File: config.mk
export PLATFORM = sky130hd
export DESIGN_NAME = seq_lut_loader
export DESIGN_NICKNAME = d
export VERILOG_FILES = /design/src/rtl/seq_lut_loader.sv
export SDC_FILE = /design/constraint.sdc
export NUM_CORES = 1
export LEC_CHECK = 0
export BUFFER_PORTS_ARGS = -buffer_cell sky130_fd_sc_hd__buf_2
export CELL_PAD_IN_SITES_DETAIL_PLACEMENT = 0
export CELL_PAD_IN_SITES_GLOBAL_PLACEMENT = 1
export CORE_MARGIN = 3
export CORE_UTILIZATION = 45
export DETAILED_ROUTE_END_ITERATION = 7
export PLACE_DENSITY = 0.79
export SKIP_LAST_GASP = 1
export SLEW_MARGIN = 10
export SYNTH_ARGS = -nofsm -noshare
export SYNTH_HDL_FRONTEND = slang
export SYNTH_SLANG_ARGS = --single-unit
File: constraint.sdc
create_clock -name clk -period 4.5 [get_ports clk]
set_clock_uncertainty 0.15 [all_clocks]
set_input_delay 0.225 -clock clk [delete_from_list [all_inputs] [get_ports clk]]
set_output_delay 0.225 -clock clk [all_outputs]
set_load 0.05 [all_outputs]
File: src/rtl/seq_lut_loader.sv
// seq_lut_loader: loads the sequencer LUT from a host entry stream, with optional readback checksum verify
module seq_lut_loader #(
  parameter int ENTRY_W    = 37,
  parameter int DEPTH      = 256,
  parameter int RST_CYCLES = 4,
  parameter int READ_LAT   = 1
) (
  input  logic               clk,
  input  logic               reset_n_i,
  input  logic               cfg_start_i,
  input  logic [8:0]         cfg_num_entries_i,
  input  logic               verify_en_i,
  input  logic               abort_i,
  input  logic               entry_valid_i,
  input  logic [ENTRY_W-1:0] entry_data_i,
  output logic               entry_ready_o,
  output logic               seq_reset_o,
  output logic               lut_wen_o,
  output logic [ENTRY_W-1:0] lut_write_data_o,
  output logic               lut_rden_o,
  input  logic [ENTRY_W-1:0] lut_read_data_i,
  output logic               config_done_o,
  output logic               busy_o,
  output logic               done_o,
  output logic               error_o,
  output logic [8:0]         entries_written_o
);
  typedef enum logic [2:0] {IDLE, HOLD, WRITE, REWIND, VERIFY, CHECK, FINISH} state_t;
  localparam int CW = $clog2(RST_CYCLES + 1);
  state_t state, state_nx;
  logic [CW-1:0] cnt;
  logic [8:0] n, issued, returned;
  logic v, cd_q, err_q, wen_q, start, hs, rst_done, rvalid;
  logic [ENTRY_W-1:0] wdata_q, wr_sum, rd_sum;
  logic [READ_LAT-1:0] pipe;
  assign start = (state == IDLE) && cfg_start_i;
  assign entry_ready_o = (state == WRITE) && (entries_written_o < n);
  assign hs = entry_ready_o && entry_valid_i && !abort_i;
  assign rst_done = cnt == CW'(RST_CYCLES - 1);
  assign rvalid = pipe[READ_LAT-1];
  assign seq_reset_o = (state == HOLD) || (state == REWIND);
  assign lut_wen_o = wen_q;
  assign lut_write_data_o = wdata_q;
  assign lut_rden_o = (state == VERIFY) && (issued < n);
  assign busy_o = state != IDLE;
  assign done_o = state == FINISH;
  assign config_done_o = cd_q | done_o;
  assign error_o = err_q;
  // state register
  always_ff @(posedge clk or negedge reset_n_i)
    if (!reset_n_i) state <= IDLE;
    else state <= state_nx;
  // next-state: abort from any busy state wins over normal progress
  always_comb begin
    state_nx = state;
    if (busy_o && abort_i) state_nx = IDLE;
    else
      case (state)
        IDLE:    state_nx = cfg_start_i ? HOLD : IDLE;
        HOLD:    state_nx = rst_done ? ((n == 9'd0) ? FINISH : WRITE) : HOLD;
        WRITE:   state_nx = (entries_written_o == n) ? (v ? REWIND : FINISH) : WRITE;
        REWIND:  state_nx = rst_done ? VERIFY : REWIND;
        VERIFY:  state_nx = (returned == n) ? CHECK : VERIFY;
        CHECK:   state_nx = (rd_sum == wr_sum) ? FINISH : IDLE;
        default: state_nx = IDLE;
      endcase
  end
  // datapath: reset counter, registered write strobe, read return pipe, checksums and status
  always_ff @(posedge clk or negedge reset_n_i)
    if (!reset_n_i) begin
      cnt <= '0;
      n <= '0;
      v <= 1'b0;
      issued <= '0;
      returned <= '0;
      cd_q <= 1'b0;
      err_q <= 1'b0;
      wen_q <= 1'b0;
      wdata_q <= '0;
      wr_sum <= '0;
      rd_sum <= '0;
      pipe <= '0;
      entries_written_o <= '0;
    end else begin
      cnt <= (seq_reset_o && !rst_done) ? cnt + 1'b1 : '0;
      wen_q <= hs;
      pipe <= READ_LAT'({pipe, lut_rden_o});
      if (hs) begin
        wdata_q <= entry_data_i;
        entries_written_o <= entries_written_o + 9'd1;
        wr_sum <= wr_sum + (entry_data_i ^ ENTRY_W'(entries_written_o));
      end
      if (lut_rden_o) issued <= issued + 9'd1;
      if (rvalid) begin
        returned <= returned + 9'd1;
        rd_sum <= rd_sum + (lut_read_data_i ^ ENTRY_W'(returned));
      end
      if (start) begin
        n <= (cfg_num_entries_i > 9'(DEPTH)) ? 9'(DEPTH) : cfg_num_entries_i;
        v <= verify_en_i;
        issued <= '0;
        returned <= '0;
        cd_q <= 1'b0;
        err_q <= 1'b0;
        wr_sum <= '0;
        rd_sum <= '0;
        entries_written_o <= '0;
      end
      if (state == CHECK && rd_sum != wr_sum) err_q <= 1'b1;
      if (state == FINISH && !abort_i) cd_q <= 1'b1;
      if (busy_o && abort_i) begin
        err_q <= 1'b1;
        wen_q <= 1'b0;
        pipe <= '0;
      end
    end
endmodule
**Word level (Yosys, flattened, before mapping)**

Cells that the tools add are included.

- Register bits: 158
- Bits in latches: 0
- Memory bits (writable): 0
- Memory bits (read-only): 0
- Bits of input ports: 89
- Output and inout bits: 54
- Memories: 0

- Add/subtract/negate cells: 6
- $mul: 0
- Divide/modulo/power cells: 0
- Magnitude comparators: 3
- Equal/unequal tests: 11
- Shift operators: 0
- Muxes and demuxes: 28
- Bitwise operators: 3
- Reduce and logical (&&, ||, !) cells: 20

Operator list:

| cell | number |
|---|---|
| 2-to-1 mux 37 bit | 4 |
| adder 37 bit | 2 |
| bitwise XOR 37 x 9 -> 37 bit | 2 |
| 2-to-1 mux 9 bit | 7 |
| equality test 37 bit | 1 |
| != test 37 bit | 1 |
| adder 9 x 1 -> 9 bit (second input constant) | 3 |
| 2-to-1 mux 3 bit | 8 |
| equality test 9 bit | 2 |
| less-than comparator 9 bit | 2 |
| one-hot mux 3 bit (6 select lines) | 1 |
| equality test 3 x 2 -> 1 bit (second input constant) | 3 |
| equality test 3 bit (second input constant) | 3 |
| greater-than comparator 9 bit (second input constant) | 1 |
| logical AND 1 bit | 9 |
| logical NOT 9 bit | 1 |
| 2-to-1 mux 1 bit | 8 |
| nonzero test 2 bit | 4 |
| nonzero test 3 bit | 2 |
| adder 3 x 1 -> 3 bit (second input constant) | 1 |
| equality test 3 x 1 -> 1 bit (second input constant) | 1 |
| logical NOT 3 bit | 1 |
| logical NOT 1 bit | 2 |
| logical OR 1 bit | 1 |
| OR 1 bit | 1 |

**Longest topological paths before layout**

Gate-level depths: netlist (run 1).

- Depth in word-level cells: 6
- Gate-level depth with buffers: 13

**Worst setup path before layout (run 1)**

OpenSTA, ideal clock, no wires.

- Path kind: reg2reg
- Start point: reg entries_written_o[0]
- End point: reg wr_sum[36]
- Library setup time: 131 ps
- Arrival: 3549 ps
- Setup slack: 670 ps
- Cell stages (with the launch flop): 14
- Path buffers: 0
- Period minus slack after synthesis: 3830 ps
- Path through: dfrtp_1 > xor2_1 > ha_1 > inv_1 > fa_1 > nand2b_1 > a21oi_1 > o2111ai_1 > o21ai_2 > a31oi_2 > o2111a_1 > or4_4 > nand3_2 > or3b_1

- Cells in the longest elaborated chain, start to end: 5
- Elaborated cells on any way between the ends: 9
- Those cells by class: add/sub: 1; order compare: 1; mux: 2; bitwise: 1; reduce/logical: 4

RTL lines:

| element | line | text |
|---|---|---|
| start, declared | 26 | `output logic [8:0] entries_written_o` |
| start signal, assigned | 90 | `entries_written_o <= entries_written_o + 9'd1;` |
| branches (longest 5 deep; another with adder 37 bit) | - |  |
| end signal, assigned | 91 | `wr_sum <= wr_sum + (entry_data_i ^ ENTRY_W'(entries_written_o));` |
| end, declared | 34 | `logic [ENTRY_W-1:0] wdata_q, wr_sum, rd_sum;` |

Parallel ways; which one is timed is not known. The select of a mux whose other input is x is not followed.
A chain may end at the register's enable or synchronous reset.

**Worst setup path in the final report (run 1)**

Same ends and word-level chain as after synthesis.

==> results of run 1 <==
==> logic make-up after synthesis <==
group           count (synthesis)  share of synthesized area
simple gates                  490                      0.206
compound gates                307                      0.167
flops                         158                      0.348
xor+xnor                      146                      0.112
fa+ha+maj                     100                      0.111
buf+inv                        95                     0.0334
mux                            25                     0.0221
==> routing by layer <==
metal | track usage | vias to the layer above | wire, um
li1 | - | 5029 | -
met1 | 0.310 | 4711 | 14400
met2 | 0.400 | 221 | 15100
met3 | 0.0441 | 38 | 1350
met4 | 0.0694 | 0 | 675
met5 | 0 | - | 0
==> what timing repair did <==
action	4_1_cts	5_1_grt
hold buffers	55	0
hold endpoints to repair	129	0
endpoints found under the setup margin	0	0
==> flip-flops by register name, summed over array words and instances, names as in the netlist <==
| signal | count |
|---|---|
| lut_write_data_o | 37 |
| rd_sum | 37 |
| wr_sum | 37 |
| entries_written_o | 9 |
| issued | 9 |
| n | 9 |
| returned | 9 |
| cnt | 3 |
| state | 3 |
| cd_q | 1 |
| error_o | 1 |
| lut_wen_o | 1 |
| pipe | 1 |
| v | 1 |
==> path summary, 6_finish.rpt <==
path                                 startpoint                    to  slack (ns)  cells past startpoint
max in group asynchronous             reset_n_i                  cd_q        2.88                      3
hold / removal              lut_read_data_i[36]            rd_sum[36]        0.20                      5
setup / recovery           entries_written_o[0]            wr_sum[36]        0.59                     13
setup reg to reg           entries_written_o[0]            wr_sum[36]        0.59                     13
hold reg to reg                          cnt[0]                cnt[0]        0.29                      1
min in group asynchronous             reset_n_i  lut_write_data_o[24]        0.25                      2
==> final cells by class <==
type	count	area [um2]	area share
inverters	44	170	0.0126
repair buffers	205	1340	0.0992
clock buffers	17	425	0.0315
clock inverters	14	174	0.0129
well taps	324	405	0.0300
multi-input cells	1068	7040	0.521
flip-flops and latches	158	3960	0.293
==> cells in the final DEF, fill, tap and decap left out, types with 8 or more instances in the layout <==
cell type,Yosys,routed
mux2i_1,24,24
nor2_1,92,92
dfrtp_1,158,157
buf_2,3,141
nand2_1,196,195
a21o_1,40,40
o211ai_1,10,10
o21a_1,10,10
a21oi_1,85,85
dlygate4sd3_1,0,55
nand4_1,22,22
nor3_1,22,22
inv_1,43,43
o21ai_0,97,97
a211oi_1,9,9
a31oi_1,10,10
nand3_1,54,54
nor4_1,13,13
and3_1,12,12
nand2b_1,16,16
clkbuf_16,0,17
or3_1,8,8
ha_1,98,98
nand3b_1,16,16
xor2_1,78,78
xnor2_1,68,68
==> power by group through the flow <==
stage | logic [mW] | registers, mW | clock network (mW)
after global routing | 2.47 | 1.94 | 1.59
after detailed placement | 2.19 | 1.93 | 0
final | 2.24 | 1.90 | 1.51
after floorplan | 1.22 | 2.28 | 0
after global placement | 2.17 | 1.92 | 0
after CTS | 2.24 | 1.90 | 1.54
==> worst max-delay path, cell delays in order (launching register included) <==
cell and delay, ns:
dfrtp_1 0.49, xor2_1 0.21, ha_1 0.21, inv_1 0.06, fa_1 0.39, nand2b_1 0.17
a21oi_1 0.20, o2111ai_1 0.21, o21ai_2 0.31, a31oi_2 0.18, o2111a_1 0.29, or4_4 0.52
nand3_2 0.06, or3b_1 0.33
==> results by group, run 1 <==
Clock network
  – CTS clk-pin slew, worst paths: 0.07 ns
  – Clock Latency Late Sink: 0.44 ns
  – TritonCTS Sinks: 158
  – PostCTS Resize Cnt: 0
  – H-tree Lvls: 4
  – Post-CTS setup buffers: 0
  – Number of CTS-inserted buffers: 17
  – Clk buf depth: 2
  – CTS Root Cell: clkbuf_16
  – TritonCTS clock tree: built

Routing
  – Final antenna-violating net count: 0
  – Routed len/inst: 17.2 um
  – Initial DRT Pass Iterations: 5
  – Via/cell ratio: 5.46
  – Wirelength, routed: 31.5 mm
  – Initial DRC count: 546
  – Routed vias: 9,999
  – Residual DRC: 0

Yosys
  – Most numerous cell in the Yosys netlist: nand2_1
  – Synth Instances: 1,321
  – Yosys warning total: 0
  – Synth cell count leaders: nand2_1 (196), dfrtp_1 (158), ha_1 (98), o21ai_0 (97), nor2_1 (92)
  – Synth async-reset ratio: 1.00
  – Flops & latches, synth: 158
  – Post-Syn Area: 11,400 um2
  – Unique masters post-synth: 76
  – Synth top area cells: dfrtp_1 (35%), ha_1 (11%), nand2_1 (6.5%)
  – EDFF count, synth: 0
  – Cell accounting for the most synthesized area: dfrtp_1
  – Sequential area share after synthesis: 0.348
  – Synth Flop Type: dfrtp_1
  – Post-Syn Nets: 1,510
  – Syn_area_per_cell: 8.61 um2
  – Yosys top cell area share: 0.348

Place
  – DP Cell Count: 1,744
  – IO Port Bufs: 142
  – Placed instance area: 12,400 um2
  – GPL Wtd Cong: 0.864
  – Post-DP HPWL: 23.6 mm
  – Place WS: 0.607 ns

Cells and area
  – Nets: 1,683
  – Fillers: 2,359
  – Layout cells sized above 1: 0.135
  – P&R area growth vs syn: 18.8%
  – Fin cells: 1,830
  – Diode count: 0
  – Post-layout util: 0.549
  – Finished Cell Area: 13,500 um2

Timing
  – Post-route setup slack: 0.586 ns
  – Max Freq: 255 MHz
  – Min Clock Period, post-route: 3.91 ns
  – RSZ-0062 raised after global routing: false
  – Least-Margin Pin Slew: 0.951 ns
  – Max-slew violations: 0
  – Final setup TNS: 0 ns
  – Fin. Hold Viols: 0
  – Crit share post-route: 0.870
  – Final hold slack: 0.195 ns
  – Setup violators final: 0
  – Slew HR: 0.364

Worst setup path
  – Crit path arrival time: 4.08 ns
  – Kind of end point of the critical path: flip-flop
  – CP required: 4.66 ns
  – Worst Setup Start Kind: flip-flop
  – Crit Path Class: flip-flop to flip-flop
  – CP Max Fanout: 7

Global route
  – Total track usage: 0.237
  – Antenna violations before repair: 0
  – Pin count of the biggest net entering global routing: 90
  – Number of global-route vias before repair: 9,942
  – Grt ovf: 0
  – First-pass GRT wire length: 50.9 mm

Pwr
  – Sequential group share of total power: 0.337
  – Final total power: 5.65 mW
  – Comb power frac: 0.396
  – Clock power share: 0.267
  – PwrDens: 418 nW/um2
  – LEAKAGE: 6.87 nW
  – Worst vdd rail ir drop: 0.308 mV
  – Switching pwr: 2.39 mW
  – Pint: 3.26 mW
  – Switching part of the total: 0.423

Floorplan
  – FP Rows: 57
  – Ports: 143
  – Chip width: 165 um
  – Initial core utilization: 0.462
  – Die Y: 165 um
  – Placeable Area: 24,600 um2
  – Die area: 27,200 um2

Job
  – MaxCap Viol Count: 0

Status
  – Status: finished clean

Hold path
  – Hold Crit Class: input pin to flip-flop
(Power assumes the default switching activity.)
==> run 2, diff against run 1 <==
--- a/config.mk
+++ b/config.mk
@@ -9,9 +9,9 @@
 export CELL_PAD_IN_SITES_DETAIL_PLACEMENT = 0
 export CELL_PAD_IN_SITES_GLOBAL_PLACEMENT = 1
 export CORE_MARGIN = 3
-export CORE_UTILIZATION = 45
+export CORE_UTILIZATION = 48
 export DETAILED_ROUTE_END_ITERATION = 7
-export PLACE_DENSITY = 0.79
+export PLACE_DENSITY = 0.83
 export SKIP_LAST_GASP = 1
 export SLEW_MARGIN = 10
 export SYNTH_ARGS = -nofsm -noshare
==> constraint.sdc (replaced) <==
create_clock -name clk -period 4.8 [get_ports clk]
set_clock_uncertainty 0.15 [all_clocks]
set_input_delay 0.24 -clock clk [delete_from_list [all_inputs] [get_ports clk]]
set_output_delay 0.24 -clock clk [all_outputs]
set_load 0.05 [all_outputs]
==> results by group, run 2 (synthesis gave the netlist of run 1 again) <==
Status
  – Status: finished clean (unchanged)

Timing
  – Fin. Hold Viols: 0 (unchanged)
  – Slew HR: 0.337 (was 0.364)
  – Setup violators final: 0 (unchanged)
  – Min Clock Period, post-route: 3.88 ns (was 3.91 ns)
  – Post-route setup slack: 0.919 ns (was 0.586 ns)
  – Least-Margin Pin Slew: 0.995 ns (was 0.951 ns)
  – Final hold slack: 0.216 ns (was 0.195 ns)
  – Crit share post-route: 0.809 (was 0.870)
  – Max-slew violations: 0 (unchanged)
  – Final setup TNS: 0 ns (unchanged)
  – Max Freq: 258 MHz (was 255 MHz)
  – RSZ-0062 raised after global routing: false (unchanged)

Clock network
  – TritonCTS clock tree: built (unchanged)
  – TritonCTS Sinks: 158 (unchanged)
  – Post-CTS setup buffers: 0 (unchanged)
  – CTS Root Cell: clkbuf_16 (unchanged)
  – Clock Latency Late Sink: 0.43 ns (was 0.44 ns)
  – CTS clk-pin slew, worst paths: 0.07 ns (about the same)
  – Number of CTS-inserted buffers: 17 (unchanged)
  – H-tree Lvls: 4 (unchanged)
  – Clk buf depth: 2 (unchanged)

Pwr
  – PwrDens: 396 nW/um2 (was 418 nW/um2)
  – LEAKAGE: 6.87 nW (about the same)
  – Worst vdd rail ir drop: 0.337 mV (was 0.308 mV)

Floorplan
  – Die Y: 160 um (was 165 um)
  – Ports: 143 (unchanged)
  – Chip width: 160 um (was 165 um)
  – Die area: 25,600 um2 (was 27,200 um2)
  – FP Rows: 55 (was 57)
  – Initial core utilization: 0.495 (was 0.462)
  – Placeable Area: 23,000 um2 (was 24,600 um2)

Place
  – GPL Wtd Cong: 0.878 (was 0.864)
  – Place WS: 0.909 ns (was 0.607 ns)
  – IO Port Bufs: 142 (unchanged)
  – Post-DP HPWL: 23.0 mm (was 23.6 mm)
  – DP Cell Count: 1,733 (was 1,744)

Routing
  – Routed len/inst: 17.1 um (was 17.2 um)
  – Final antenna-violating net count: 0 (unchanged)
  – Wirelength, routed: 31.1 mm (was 31.5 mm)
  – Initial DRT Pass Iterations: 5 (unchanged)
  – Routed vias: 10,100 (was 9,999)
  – Residual DRC: 0 (unchanged)
  – Initial DRC count: 589 (was 546)
  – Via/cell ratio: 5.57 (was 5.46)

Cells and area
  – Layout cells sized above 1: 0.136 (was 0.135)
  – Fin cells: 1,815 (was 1,830)
  – Most common cell after layout, fill and taps aside: nand2_1 (unchanged)
  – Most frequent cells in the layout: nand2_1 (195), dfrtp_1 (157), buf_2 (141) (unchanged)
  – Nets: 1,678 (was 1,683)
  – P&R area growth vs syn: 18.4% (was 18.8%)
  – Diode count: 0 (unchanged)

Worst setup path
  – Worst setup path end: wr_sum[36] (unchanged)
  – CP Max Fanout: 7 (unchanged)
  – Crit Path Class: flip-flop to flip-flop (unchanged)
  – Critical Path Start: entries_written_o[0] (unchanged)
  – Kind of end point of the critical path: flip-flop (unchanged)
  – R2R setup slack: 0.92 ns (was 0.59 ns)
  – Crit path arrival time: 4.04 ns (was 4.08 ns)
  – Worst R2R End: wr_sum[36] (unchanged)
  – Worst Setup Start Kind: flip-flop (unchanged)
  – Cells on worst reg2reg path: 13 (unchanged)
  – CP required: 4.95 ns (was 4.66 ns)
  – Critical register-to-register path startpoint: entries_written_o[0] (unchanged)

Global route
  – Total track usage: 0.243 (was 0.237)
  – Antenna violations before repair: 0 (unchanged)
  – Pin count of the biggest net entering global routing: 94 (was 90)
  – Number of global-route vias before repair: 9,933 (was 9,942)
  – First-pass GRT wire length: 50.6 mm (was 50.9 mm)
  – Grt ovf: 0 (unchanged)

Hold path
  – Hold Crit Class: input pin to flip-flop (unchanged)

Job
  – MaxCap Viol Count: 0 (unchanged)
-- run 2: cell types whose count changed in the layout (fill, tap and decap cells not counted), sizes merged --
| cell | before | now |
|---|---|---|
| dlygate4sd3 | 55 | 50 |
| bufinv | 2 | 3 |
| clkinvlp | 1 | 0 |
| inv | 51 | 52 |
-- run 2: worst min path at each step --
| stage | startpoint | to | slack, ns | cells past startpoint |
|---|---|---|---|---|
| after CTS | lut_read_data_i[31] | rd_sum[31] | 0.19 | 4 |
| after floorplan | reset_n_i | cd_q | -0.21 | 0 |
| after detailed placement | reset_n_i | lut_write_data_o[25] | 0.24 | 1 |
| after global routing | lut_read_data_i[16] | rd_sum[16] | 0.23 | 4 |
| after global placement | reset_n_i | lut_write_data_o[23] | 0.24 | 1 |
| final | lut_read_data_i[16] | rd_sum[16] | 0.22 | 4 |
-- run 2: stage by stage --
step	power, mW	area (um2)	util
detailed placement	3.85	12300	0.537
finish	5.33	13500	0.586
global placement	3.82	12300	0.537
floorplan	3.28	11400	-
CTS	5.36	13500	0.586
global route	5.66	13500	0.586
-- run 2: per-layer routing --
layer  global-route usage  wire [um]
met1                0.319      14100
met2                0.424      15200
met3               0.0379       1350
met4               0.0525        398
met5                    0          0
-- run 2: where the power goes --
part	switching (mW)	total [mW]	internal, mW
logic	1.39	2.09	0.699
clock network	0.621	1.46	0.838
registers	0.219	1.78	1.57
total	2.23	5.33	3.10
-- run 2: final cells by class --
cell class,instances,area (um2)
clock buffers,17,425
well taps,313,392
fillers,2172,9530
clock inverters,15,194
repair buffers,200,1280
multi-input cells,1068,7040
flip-flops and latches,158,3960
inverters,44,170
-- run 2: what timing repair did --
| item | in CTS | in global routing |
|---|---|---|
| resized for setup | 0 | 0 |
| hold endpoints to repair | 142 | 0 |
| hold buffers | 50 | 0 |
-- run 2: worst max-delay path, cell delays in order (launching register included) --
cell	delay [ns]
dfrtp_1	0.50
xor2_1	0.20
ha_1	0.21
inv_1	0.06
fa_1	0.39
nand2b_1	0.18
a21oi_1	0.18
o2111ai_1	0.19
o21ai_2	0.30
a31oi_2	0.18
o2111a_1	0.30
or4_4	0.52
nand3_2	0.07
or3b_1	0.33
